File: config.mk
export PLATFORM = sky130hd
export DESIGN_NAME = key_event
export DESIGN_NICKNAME = d
export VERILOG_FILES = /design/src/rtl/key_event.sv
export SDC_FILE = /design/constraint.sdc
export NUM_CORES = 1
export LEC_CHECK = 0
export ABC_AREA = 1
export BUFFER_PORTS_ARGS = -buffer_cell sky130_fd_sc_hd__buf_2
export CAP_MARGIN = 20
export CELL_PAD_IN_SITES_DETAIL_PLACEMENT = 1
export CELL_PAD_IN_SITES_GLOBAL_PLACEMENT = 1
export CORE_MARGIN = 2
export CORE_UTILIZATION = 30
export CTS_BUF_LIST = sky130_fd_sc_hd__clkbuf_16
export DETAILED_ROUTE_END_ITERATION = 12
export GPL_TIMING_DRIVEN = 0
export PLACE_DENSITY = 0.61
export RECOVER_POWER = 50
export SYNTH_ARGS = -nofsm -noshare
export SYNTH_HDL_FRONTEND = slang
export SYNTH_SLANG_ARGS = --single-unit
export TNS_END_PERCENT = 5
File: constraint.sdc
create_clock -name clk -period 2.07 [get_ports clk]
set_input_delay 0.207 -clock clk [delete_from_list [all_inputs] [get_ports clk]]
set_output_delay 0.207 -clock clk [all_outputs]
set_load 0.03 [all_outputs]
File: src/rtl/key_event.sv
// Turns a debounced button level into one-cycle press/release/click/long/repeat events.
// Define KEY_REPEAT_EN to build in the auto-repeat counter and the rpt pulse; otherwise rpt is tied to 0.
module key_event #(
  parameter int unsigned TICK_DIV  = 50000,
  parameter int unsigned LONG_MS   = 1000,
  parameter int unsigned REPEAT_MS = 200
) (
  input  logic clk,
  input  logic rst,
  input  logic key,
  output logic press,
  output logic rel,
  output logic click,
  output logic long,
  output logic rpt,
  output logic held
);

  localparam int unsigned CW = 16;
  localparam logic [CW-1:0] TICK_LAST = CW'(TICK_DIV - 1);
  localparam logic [CW-1:0] LONG_LAST = CW'(LONG_MS - 1);
  localparam logic [CW-1:0] CNT_SAT   = '1;

  // Elaboration-time range guard for all timing parameters.
  if (TICK_DIV < 1 || TICK_DIV > 65535 || LONG_MS < 1 || LONG_MS > 65535 ||
      REPEAT_MS < 1 || REPEAT_MS > 65535) begin : g_param_range
    $error("key_event: TICK_DIV/LONG_MS/REPEAT_MS must be in 1..65535");
  end

  typedef enum logic [1:0] {
    S_IDLE  = 2'd0,
    S_PRESS = 2'd1,
    S_LONG  = 2'd2
  } state_t;

  state_t        state, state_nxt;
  logic          key_s, key_d;
  logic [CW-1:0] div_cnt, div_nxt;
  logic [CW-1:0] hold_cnt, hold_nxt;
  logic          press_nxt, rel_nxt, click_nxt, long_nxt, held_nxt;
  logic          rise, fall, tick;

`ifdef KEY_REPEAT_EN
  localparam logic [CW-1:0] REP_LAST = CW'(REPEAT_MS - 1);
  logic [CW-1:0] rep_cnt, rep_nxt;
  logic          rpt_nxt;
`endif

  // key is sampled once, then compared with its previous sample: events land on the 2nd edge.
  assign rise = key_s & ~key_d;
  assign fall = ~key_s & key_d;
  assign tick = (div_cnt == TICK_LAST);

  // Next-state and next-output logic.
  always_comb begin
    state_nxt = state;
    press_nxt = 1'b0;
    rel_nxt   = 1'b0;
    click_nxt = 1'b0;
    long_nxt  = 1'b0;
    div_nxt   = tick ? '0 : div_cnt + CW'(1);
    hold_nxt  = hold_cnt;
`ifdef KEY_REPEAT_EN
    rpt_nxt   = 1'b0;
    rep_nxt   = rep_cnt;
`endif
    if (tick && (state != S_IDLE) && (hold_cnt != CNT_SAT)) begin
      hold_nxt = hold_cnt + CW'(1);
    end

    case (state)
      S_IDLE: begin
        if (rise) begin
          state_nxt = S_PRESS;
          press_nxt = 1'b1;
          div_nxt   = '0;
          hold_nxt  = '0;
        end
      end
      S_PRESS: begin
        if (fall) begin
          state_nxt = S_IDLE;
          rel_nxt   = 1'b1;
          click_nxt = 1'b1;
        end else if (tick && (hold_cnt == LONG_LAST)) begin
          state_nxt = S_LONG;
          long_nxt  = 1'b1;
`ifdef KEY_REPEAT_EN
          rep_nxt   = '0;
`endif
        end
      end
      S_LONG: begin
        if (fall) begin
          state_nxt = S_IDLE;
          rel_nxt   = 1'b1;
        end
`ifdef KEY_REPEAT_EN
        else if (tick) begin
          if (rep_cnt == REP_LAST) begin
            rpt_nxt = 1'b1;
            rep_nxt = '0;
          end else begin
            rep_nxt = rep_cnt + CW'(1);
          end
        end
`endif
      end
      default: state_nxt = S_IDLE;
    endcase

    held_nxt = (state_nxt != S_IDLE);
  end

  // State, counters and registered outputs; key samples reset high so a held key gives no press.
  always_ff @(posedge clk) begin
    if (rst) begin
      key_s    <= 1'b1;
      key_d    <= 1'b1;
      state    <= S_IDLE;
      div_cnt  <= '0;
      hold_cnt <= '0;
      press    <= 1'b0;
      rel      <= 1'b0;
      click    <= 1'b0;
      long     <= 1'b0;
      held     <= 1'b0;
    end else begin
      key_s    <= key;
      key_d    <= key_s;
      state    <= state_nxt;
      div_cnt  <= div_nxt;
      hold_cnt <= hold_nxt;
      press    <= press_nxt;
      rel      <= rel_nxt;
      click    <= click_nxt;
      long     <= long_nxt;
      held     <= held_nxt;
    end
  end

`ifdef KEY_REPEAT_EN
  always_ff @(posedge clk) begin
    if (rst) begin
      rep_cnt <= '0;
      rpt     <= 1'b0;
    end else begin
      rep_cnt <= rep_nxt;
      rpt     <= rpt_nxt;
    end
  end
`else
  assign rpt = 1'b0;
`endif

endmodule

* Word level (Yosys, flattened, before mapping)
Cells that the tools add are included.
** Operators by class
- $add $sub $neg :: 2
- Equality and inequality tests :: 5
- Mux-type cells :: 14
- Bitwise logic cells :: 7
- Reduce and logical (&&, ||, !) cells :: 11
** Operator list (number)
- 16-bit two-way mux :: 6
- 16-bit by 1-bit adder with 16-bit output, second input constant :: 2
- 16-bit by 10-bit equality test with 1-bit output, second input constant :: 1
- 16-bit equality test, second input constant :: 1
- 16-bit != test, second input constant :: 1
- 2-bit two-way mux :: 4
- 2-bit OR reduction :: 4
- 2-bit case mux with 3 select lines :: 1
- 1-bit inverter :: 5
- 2-bit nonzero test :: 2
- 1-bit logical AND :: 3
- 1-bit two-way mux :: 3
- 3-bit OR reduction :: 1
- 1-bit AND :: 2
- 2-bit by 1-bit equality test with 1-bit output, second input constant :: 1
- 2-bit equality test, second input constant :: 1
- 2-bit logical NOT :: 1
** Storage, ports and cells
- Flip-flop bits (word level) :: 41
- Output and inout port bits :: 6
- Word-level logic and storage cells :: 49

* Longest topological paths before layout
Gate-level depths: netlist (run 1).
- Word-level depth :: 6
- Gate-level depth with buffers :: 10

* Worst setup path after synthesis (run 1)
Ideal clock, no wire load.
- Path kind :: register to register
- Start :: register hold_cnt[0]
- End :: register hold_cnt[13]
- Arrival time :: 1.482 ns
- Data required time :: 2.001 ns
- Path slack :: 0.519 ns
- Cell stages (with the launch flop) :: 11
- Buffers on the path :: 1
- Period minus slack after synthesis :: 1.551 ns
- Cell sequence :: dfxtp_1 ha_1 nand3_2 nor2_2 nand2_2 nor2_4 nand2_4 nand2_4 buf_8 nand2_2 a21oi_2
** On the way
- Cells in the longest elaborated chain, start to end :: 5
- Elaborated cells between the ends (all ways) :: 6
** RTL lines
- start, declared :: RTL line 39 : logic [CW-1:0] hold_cnt, hold_nxt;
- start signal, assigned :: RTL line 133 : hold_cnt <= hold_nxt;
- branches (longest 2 deep; another with 16-bit by 1-bit adder with 16-bit output)
- 16-bit two-way mux (*) :: RTL line 67 : if (tick && (state != S_IDLE) && (hold_cnt != CNT_SAT)) begin
- 16-bit two-way mux :: RTL line 73 : if (rise) begin
- 16-bit two-way mux (*) :: RTL line 71 : case (state)
Mark *: on every way between the ends.
A chain may end at the register's enable or synchronous reset.

* Final worst setup path (run 1)
- Start :: register hold_cnt[0]
- End :: register hold_cnt[10]
Same word-level chain as after synthesis.

==> results of run 1 <==
## metal layers
metal	routed length, um	vias to the layer above
met5	0	-
met3	120	8
met4	76	0
met1	2530	891
met2	2440	19
li1	-	1025
## worst register-to-register path, stage by stage (launching register included)
cell	delay [ps]
dfxtp_1	440
ha_1	270
nand3_2	120
nor2_2	160
nand2_2	80
nor2_4	120
nand2_4	110
nand2_4	150
buf_8	160
nand2_2	60
a21oi_2	130
## power groups by stage
| stage | clock network [W] | logic [W] | registers (W) |
|---|---|---|---|
| detailed placement | 0 | 0.0000633 | 0.000821 |
| CTS | 0.000791 | 0.0000635 | 0.000803 |
| floorplan | 0 | 0.0000415 | 0.000823 |
| global placement | 0 | 0.0000625 | 0.000821 |
| global route | 0.000823 | 0.0000715 | 0.000804 |
| finish | 0.000761 | 0.0000608 | 0.000803 |
## final timing paths
check | startpoint | end | slack [ps] | cells past startpoint
setup / recovery | hold_cnt[0] | hold_cnt[10] | 200 | 10
hold / removal | key | key_s | 110 | 2
setup reg to reg | hold_cnt[0] | hold_cnt[10] | 200 | 10
hold reg to reg | div_cnt[0] | div_cnt[0] | 450 | 1
## logic make-up after synthesis
group / Yosys count
buf+inv: 47
xor+xnor: 12
other cells: 1
flops: 41
compound gates: 28
fa+ha+maj: 6
simple gates: 186
## cell usage after synthesis (all sizes together)
cell type   n  area, um^2
inv        42         158
o21ai       6        30.0
nor3b       1        7.51
buf         3        27.5
nor3        4        25.0
clkinv      1        3.75
a31oi       2        12.5
nor2       60         250
nand3b      4        30.0
conb        1        3.75
nand2      89         362
and3        1        6.26
dfxtp      41         821
xor2       12         105
ha          6        75.1
nand4       5        31.3
o21a        1        7.51
a21oi      19         110
or2         2        12.5
nand3      20         105
clkbuf      1        3.75
## flip-flops by register name (all words and copies together) (netlist names)
name / cells
click: 1
div_cnt: 16
held: 1
hold_cnt: 16
key_d: 1
key_s: 1
long: 1
press: 1
rel: 1
state: 2
## metrics by stage
step | total power, W | hold slack (ps) | setup slack, ps
after floorplan | 0.000865 | 279 | 519
after global placement | 0.000883 | 392 | 145
after detailed placement | 0.000884 | 399 | 170
after CTS | 0.00166 | 105 | 149
after global routing | 0.00170 | 113 | 13.0
final | 0.00163 | 109 | 200
## what timing repair did
| action | 4_1_cts | 5_1_grt |
|---|---|---|
| hold buffers | 0 | 0 |
| buffers inserted | 0 | 0 |
| endpoints found under the setup margin | 0 | 4 |
| gates resized for setup | 0 | 1 |
## layout make-up
type / instances / area (um^2)
fillers: 958 / 4650
multi-input cells: 233 / 1170
flip-flops and latches: 41 / 821
inverters: 43 / 165
clock buffers: 5 / 125
well taps: 99 / 124
plain buffers: 4 / 31.3
repair buffers: 7 / 27.5
clock inverters: 3 / 17.5
## cells in the final DEF (no fill, tap or decap), types with 4 or more instances in the layout
cell type / count
nand2_1: 82
nor2_1: 54
dfxtp_1: 41
inv_1: 40
nand3_1: 19
a21oi_1: 15
xor2_1: 12
clkbuf_1: 7
o21ai_0: 6
ha_1: 6
nand2_2: 5
nand4_1: 5
clkbuf_16: 5
nor2_2: 4
a21oi_2: 4
nand3b_1: 4
==> summary.md, run 1 <==
| Metric | Value |
|---|---|
| Crit path cell chain | ha_1 > nand3_2 > nor2_2 > nand2_2 > nor2_4 > nand2_4 > nand2_4 > buf_8 > nand2_2 > a21oi_2 |
| Number of global-route vias before repair | 1907 |
| Number of max-slew violations in the final report | 0 |
| Final hold vios | 0 |
| Adder-cell area share of the yosys netlist | 3.43% |
| Simple-gate share of the synthesized area | 37.9% |
| Fraction of layout cells with a size suffix above 1 | 10.7% |
| Maximum net fanout on the critical path | 10 |
| Clock skew after layout | 7.08 ps |
| Clock transition at path regs | 60 ps |
| Setup repair after global routing missed its margin | no |
| Share of the synthesized area in compound gates (AO/OA/AOI/OAI) | 7.32% |
| Number of buffers and inverters on the critical path | 1 |
| Ports | 9 |
| Per-cell routed wire length | 11.9 um |
| Overflow left after global routing | 0 |
| Cell count after placement | 427 |
| Aggregate negative setup slack | 0 ps |
| Post-route cell area | 0.00248 mm^2 |
| Detailed-route DRC error count | 0 |
| Site Rows | 31 |
| Core region area | 0.00714 mm^2 |
| Initial standard-cell utilization of the core | 30.6% |
| Clk_lat worst skew | 280 ps |
| Type of element capturing the critical path | flip-flop |
| Max Cap Violations | 0 |
| Power density cells | 654 mW/mm^2 |
| Chip width | 89.4 um |
| Worst hold path class | input port to flip-flop |
| Clock buffer depth | 2 |
| Final setup viols | 0 |
| Total detailed-routing wirelength | 5170 um |
| Leakage dissipation | 1.01 nW |
| Via count | 1943 |
| Warning count from the yosys run | 0 |
| Worst Path Arrival | 2090 ps |
| Worst IR drop on VDD | 271 uV |
| Post-placement cell area | 0.00235 mm^2 |
| Die H | 89.4 um |
| Total half-perimeter wirelength after legalization and detailed placement | 4020 um |
| Critical-path top delay cell | dfxtp_1 |
| Die area | 0.00799 mm^2 |
| Count of port buffers added during placement | 7 |
| Net switching power figure | 0.000368 W |
| Largest family of logic cells by synthesized area | simple AND/OR/NAND/NOR gates |
| Crit path time final | 1870 ps |
| Antenna Cells | 0 |
| CTS sink count | 41 |
| Via density per instance | 4.47 |
| Final worst-path cycle share | 90.4% |
| Initial antenna violation count | 0 |
| Req. time, crit path | 2280 ps |
| Synthesis-to-layout area growth | 13.6% |
| Area of the mapped netlist | 0.00219 mm^2 |
| Cell type group with the largest total delay on the critical path | simple AND/OR/NAND/NOR gates |
| Mapped Avg Cell Area | 6.81 um^2 |
| Post-synth net total | 330 |
| Clock network fraction of total power | 46.8% |
| Cells after synthesis | 321 |
| First-pass GRT wire length | 8830 um |
| Number of DRC markers after the initial detailed-route iteration | 58 |
| Routability congestion estimate | 0.797 |
| Clock tree from TritonCTS | done |
| Maximum clock frequency | 535 MHz |
| Met3 track demand over resource | 3.14% |
| Longest individual stage delay on the worst path | 440 ps |
| Xor and xnor fraction of the mapped netlist area | 4.81% |
| Fraction of met2 tracks used by global routing | 24.0% |
| Launching element type of the critical path | flip-flop |
| Number of cells in the finished layout apart from fillers | 435 |
| Final net count | 344 |
| CTS H-Tree Depth | 2 |
| Number of distinct library cells after synthesis | 32 |
| Sequential share of power | 49.4% |
| Post-synthesis sequential area ratio | 37.5% |
| Worst slew margin relative to its limit | 56.3% |
| Combinational cell fraction of total power | 3.7% |
| Cell Int Power | 0.00126 W |
| Global-route track usage on met1 | 18.7% |
| Number of storage elements in the synthesis netlist | 41 |
| Multiplexer fraction of the synthesized cell area | 0% |
| Gr usage total | 14.4% |
| Detailed-routing iteration count for the pre-antenna-repair pass | 4 |
| Run status | finished, final reports clean |
| Layout Utilization | 34.8% |
| Number of buffers created by CTS | 5 |
| Kind of critical path | flip-flop to flip-flop |
| CTS Root Buffer Type | clkbuf_16 |
| Fraction of power spent switching nets | 22.6% |
| Number of nets with antenna violations after routing | 0 |
| Global route hottest layer | met2 |
| Actual slew at the worst max-slew pin | 656 ps |
| Largest net degree at the start of global routing | 14 |
No activity file was read; power rests on OpenSTA's default activity.
==> inputs of run 2 (changes only) <==
--- a/config.mk
+++ b/config.mk
@@ -10,12 +10,14 @@
 export CAP_MARGIN = 20
 export CELL_PAD_IN_SITES_DETAIL_PLACEMENT = 1
 export CELL_PAD_IN_SITES_GLOBAL_PLACEMENT = 1
+export CORE_ASPECT_RATIO = 1.2
 export CORE_MARGIN = 2
-export CORE_UTILIZATION = 30
+export CORE_UTILIZATION = 44
 export CTS_BUF_LIST = sky130_fd_sc_hd__clkbuf_16
 export DETAILED_ROUTE_END_ITERATION = 12
 export GPL_TIMING_DRIVEN = 0
-export PLACE_DENSITY = 0.61
+export MAX_ROUTING_LAYER = met4
+export PLACE_DENSITY = 0.82
 export RECOVER_POWER = 50
 export SYNTH_ARGS = -nofsm -noshare
 export SYNTH_HDL_FRONTEND = slang
==> summary.md, run 2 (synthesis gave the netlist of run 1 again) <==
| Metric | Value |
|---|---|
| Overflow left after global routing | 0 |
| Worst IR drop on VDD | 437 uV |
| Launching element type of the critical path | flip-flop |
| Fraction of layout cells with a size suffix above 1 | 10.4% |
| Most frequent cell on the critical path | nand2_4 |
| Power density cells | 713 mW/mm^2 |
| Leakage dissipation | 1.02 nW |
| First-pass GRT wire length | 8650 um |
| Via count | 1991 |
| Final net count | 344 |
| Core region area | 0.00487 mm^2 |
| Detailed-routing iteration count for the pre-antenna-repair pass | 4 |
| Max Cap Violations | 0 |
| Clock transition at path regs | 60 ps |
| Gr usage total | 21.4% |
| Most frequent cells in the layout | nand2_1 (82), nor2_1 (55), dfxtp_1 (41) |
| Number of buffers and inverters on the critical path | 1 |
| Antenna Cells | 0 |
| Worst slew margin relative to its limit | 55.0% |
| Run status | finished, final reports clean |
| Number of nets with antenna violations after routing | 0 |
| Maximum net fanout on the critical path | 10 |
| Layout Utilization | 50.6% |
| Initial antenna violation count | 0 |
| CTS Root Buffer Type | clkbuf_16 |
| Final hold vios | 0 |
| Total detailed-routing wirelength | 5270 um |
| Die area | 0.00555 mm^2 |
| Clock skew after layout | 4.93 ps |
| Req. time, crit path | 2280 ps |
| Ports | 9 |
| Routability congestion estimate | 0.852 |
| Cells resized by post-CTS repair | 0 |
| Most common library cell in the layout ignoring fill and taps | nand2_1 |
| Number of buffers created by CTS | 5 |
| Longest individual stage delay on the worst path | 440 ps |
| Hold Buf Count CTS | 0 |
| Site Rows | 28 |
| Largest net degree at the start of global routing | 15 |
| Worst hold margin | 111 ps |
| Synthesis-to-layout area growth | 12.6% |
| Number of post-CTS setup repair buffers | 0 |
| Die H | 81.2 um |
| Per-cell routed wire length | 13.3 um |
| Clock tree from TritonCTS | done |
| Crit path time final | 1920 ps |
| Total half-perimeter wirelength after legalization and detailed placement | 3890 um |
| Actual slew at the worst max-slew pin | 676 ps |
| Via density per instance | 5.03 |
| Worst hold path class | input port to flip-flop |
| Cell type group with the largest total delay on the critical path | simple AND/OR/NAND/NOR gates |
| Chip width | 68.4 um |
| Regs by FF count | div_cnt (16), hold_cnt (16), state (2) |
| Aggregate negative setup slack | 0 ps |
| CTS H-Tree Depth | 2 |
| Overall Power | 0.00176 W |
| Worst Path Arrival | 2130 ps |
| Number of max-slew violations in the final report | 0 |
| Setup repair after global routing missed its margin | no |
| Type of element capturing the critical path | flip-flop |
| Critical-path top delay cell | dfxtp_1 |
| Number of DRC markers after the initial detailed-route iteration | 54 |
| Final worst-path cycle share | 92.7% |
| Crit path cell chain | ha_1 > nand3_2 > nor2_2 > nand2_2 > nor2_4 > nand2_4 > nand2_4 > buf_8 > nand2_1 > a21oi_1 |
| Initial standard-cell utilization of the core | 44.9% |
| Number of global-route vias before repair | 2001 |
| Detailed-route DRC error count | 0 |
| Clock buffer depth | 2 |
| CTS sink count | 41 |
| Kind of critical path | flip-flop to flip-flop |
| Count of port buffers added during placement | 7 |
| Clk_lat worst skew | 280 ps |
| Maximum clock frequency | 521 MHz |
| Final setup viols | 0 |
==> run 2: cell count changes in the layout (fill, tap and decap cells not counted) <==
cell / before / now
bufinv_16: 0 / 1
clkinv_2: 2 / 0
clkinv_4: 0 / 1
nor2_1: 54 / 55
nor2_2: 4 / 3
o21ai_0: 6 / 5
o21ai_1: 0 / 1
==> run 2: per-stage QoR <==
step	std cells	area [um^2]	setup slack (ps)
3_5_place_dp	388	2300	108
5_1_grt	396	2460	12.1
2_1_floorplan	321	2190	519
4_1_cts	396	2470	91.9
6_report	396	2460	152
3_3_place_gp	388	2300	187
==> run 2: cell type report <==
| cell class | instances | area [um^2] |
|---|---|---|
| timing repair buffer | 7 | 27.5 |
| sequential | 41 | 821 |
| clock inverter | 3 | 46.3 |
| buffer | 4 | 31.3 |
| fill | 661 | 2410 |
| clock buffer | 5 | 125 |
| inverter | 43 | 165 |
| tap | 60 | 75.1 |
| multi-input combinational | 233 | 1170 |
==> run 2: path summary, 6_finish.rpt <==
kind	slack, ps	cells past startpoint	endpoint	startpoint
setup / recovery	150	10	hold_cnt[2]	hold_cnt[0]
hold / removal	110	2	key_s	key
setup reg to reg	150	10	hold_cnt[2]	hold_cnt[0]
hold reg to reg	450	1	div_cnt[0]	div_cnt[0]
==> run 2: metal layers <==
metal | track usage, % | part of all wire [%] | wire length [um]
met3 | 4.43 | 1.5 | 78
met1 | 22.3 | 43 | 2280
met5 | - | 0 | 0
met4 | 9.00 | 2.3 | 123
met2 | 38.4 | 53 | 2790
==> run 2: report_power, final <==
group / switching (W) / internal, W / total, W
Sequential: 0.00000517 / 0.000798 / 0.000803
Combinational: 0.0000441 / 0.0000170 / 0.0000611
Clock: 0.000321 / 0.000570 / 0.000892
==> inputs of run 3 (changes only) <==
--- a/config.mk
+++ b/config.mk
@@ -10,8 +10,8 @@
 export CAP_MARGIN = 20
 export CELL_PAD_IN_SITES_DETAIL_PLACEMENT = 1
 export CELL_PAD_IN_SITES_GLOBAL_PLACEMENT = 1
-export CORE_ASPECT_RATIO = 1.2
-export CORE_MARGIN = 2
+export CORE_ASPECT_RATIO = 0.6
+export CORE_MARGIN = 4
 export CORE_UTILIZATION = 44
 export CTS_BUF_LIST = sky130_fd_sc_hd__clkbuf_16
 export DETAILED_ROUTE_END_ITERATION = 12
==> summary.md, run 3 (synthesis gave the netlist of run 1 again) <==
| Metric | Value |
|---|---|
| Final net count | 344 |
| Number of max-slew violations in the final report | 0 |
| Detailed-routing iteration count for the pre-antenna-repair pass | 5 |
| Clk_lat worst skew | 280 ps |
| Core region area | 0.00468 mm^2 |
| Ports | 9 |
| Minimum setup slack in the final design | 141 ps |
| Worst IR drop on VDD | 416 uV |
| Met1 WL | 2990 um |
| Layout Utilization | 52.6% |
| CTS Root Buffer Type | clkbuf_16 |
| Most frequent cells in the layout | nand2_1 (82), nor2_1 (56), dfxtp_1 (41) |
| Most frequent cell on the critical path | nand2_4 |
| Post-route cell area | 0.00246 mm^2 |
| Regs by FF count | div_cnt (16), hold_cnt (16), state (2) |
| Initial standard-cell utilization of the core | 46.7% |
| Fraction of layout cells with a size suffix above 1 | 10.1% |
| Total half-perimeter wirelength after legalization and detailed placement | 4230 um |
| Final hold vios | 0 |
| Type of element capturing the critical path | flip-flop |
| Synthesis-to-layout area growth | 12.5% |
| Total detailed-routing wirelength | 5720 um |
| Initial antenna violation count | 0 |
| Clock buffer depth | 2 |
| Number of DRC markers after the initial detailed-route iteration | 95 |
| Via density per instance | 5.10 |
| Routability congestion estimate | 0.855 |
| Die H | 62.6 um |
| Worst hold path class | input port to flip-flop |
| Per-cell routed wire length | 14.3 um |
| Clock transition at path regs | 60 ps |
| Count of port buffers added during placement | 7 |
| Met2 wirelength from detailed routing | 2410 um |
| Overflow left after global routing | 0 |
| Kind of critical path | flip-flop to flip-flop |
| Gr usage total | 20.2% |
| Clock skew after layout | 2.87 ps |
| Final setup viols | 0 |
| Number of global-route vias before repair | 2036 |
| Cell type group with the largest total delay on the critical path | simple AND/OR/NAND/NOR gates |
| Crit path cell chain | ha_2 > nand3_2 > nor2_2 > nand2_2 > nor2_4 > nand2_4 > nand2_4 > buf_8 > nand2_1 > a21oi_1 |
| CTS H-Tree Depth | 2 |
| Largest net degree at the start of global routing | 14 |
| Actual slew at the worst max-slew pin | 585 ps |
| CTS sink count | 41 |
| Number of buffers created by CTS | 5 |
| Critical-path top delay cell | dfxtp_1 |
| Number of buffers and inverters on the critical path | 1 |
| Crit path time final | 1930 ps |
| Maximum net fanout on the critical path | 10 |
| Antenna Cells | 0 |
| Power density cells | 710 mW/mm^2 |
| Launching element type of the critical path | flip-flop |
| First-pass GRT wire length | 9850 um |
| Run status | finished, final reports clean |
| Cell count after placement | 391 |
| Detailed-route DRC error count | 0 |
| Site Rows | 19 |
| Uppermost signal routing layer after detailed routing | met4 |
| Final worst-path cycle share | 93.2% |
| Die area | 0.00620 mm^2 |
| Number of nets with antenna violations after routing | 0 |
| Clock tree from TritonCTS | done |
| Longest individual stage delay on the worst path | 460 ps |
| Req. time, crit path | 2280 ps |
| Maximum clock frequency | 519 MHz |
| Leakage dissipation | 1.02 nW |
| Max Cap Violations | 0 |
| Worst Path Arrival | 2140 ps |
| Worst slew margin relative to its limit | 61.0% |
| Via count | 2033 |
| Worst setup slack after placement | 116 ps |
| Post-placement cell area | 0.00230 mm^2 |
| Chip width | 99.0 um |
| Most common library cell in the layout ignoring fill and taps | nand2_1 |
| Number of cells in the finished layout apart from fillers | 399 |
| Met3 routed wirelength | 220 um |
[run 3: cell types whose count changed in the layout (fill, tap and decap cells not counted), sizes merged]
cell / previous run / this run
buf: 4 / 3
clkbuf: 12 / 13
[run 3: where the power goes]
part	total [W]	switching [W]	internal, W
Combinational	0.0000617	0.0000448	0.0000169
Clock	0.000883	0.000318	0.000564
Sequential	0.000803	0.00000486	0.000798
[run 3: layer usage]
metal,up-vias,GRT usage (%)
met3,11,4.24
li1,1025,-
met4,0,5.11
met5,-,-
met2,40,28.8
met1,957,28.9
[run 3: what timing repair did]
action / 4_1_cts / 5_1_grt
endpoints found under the hold margin: 0 / 0
resized for setup: 0 / 2
setup buffers: 0 / 0
endpoints found under the setup margin: 0 / 7
hold buffers: 0 / 0
[run 3: area by class of cell]
class	count	area (um^2)
Fill cell	614	2220
Multi-Input combinational cell	233	1170
Sequential cell	41	821
Inverter	43	165
Clock buffer	5	125
Tap cell	63	78.8
Clock inverter	3	41.3
Buffer	4	31.3
Timing Repair Buffer	7	27.5
[run 3: worst register-to-register path, stage by stage (launching register included)]
cell and delay, ps:
dfxtp_1 460, ha_2 270, nand3_2 110, nor2_2 170, nand2_2 80, nor2_4 130
nand2_4 110, nand2_4 150, buf_8 160, nand2_1 70, a21oi_1 140
[run 3: final timing paths]
check              startpoint           to  slack, ps  cells past startpoint
setup / recovery  hold_cnt[0]  hold_cnt[3]        140                     10
hold / removal            key        key_s        100                      2
setup reg to reg  hold_cnt[0]  hold_cnt[3]        140                     10
hold reg to reg    div_cnt[0]   div_cnt[0]        450                      1
[run 3: per-stage QoR]
step	power, W	hold slack, ps	TNS (ps)
4_1_cts	0.00176	104	0
3_5_place_dp	0.000883	396	0
3_3_place_gp	0.000881	390	0
5_1_grt	0.00183	122	-5.72
6_report	0.00175	104	0
2_1_floorplan	0.000865	279	0
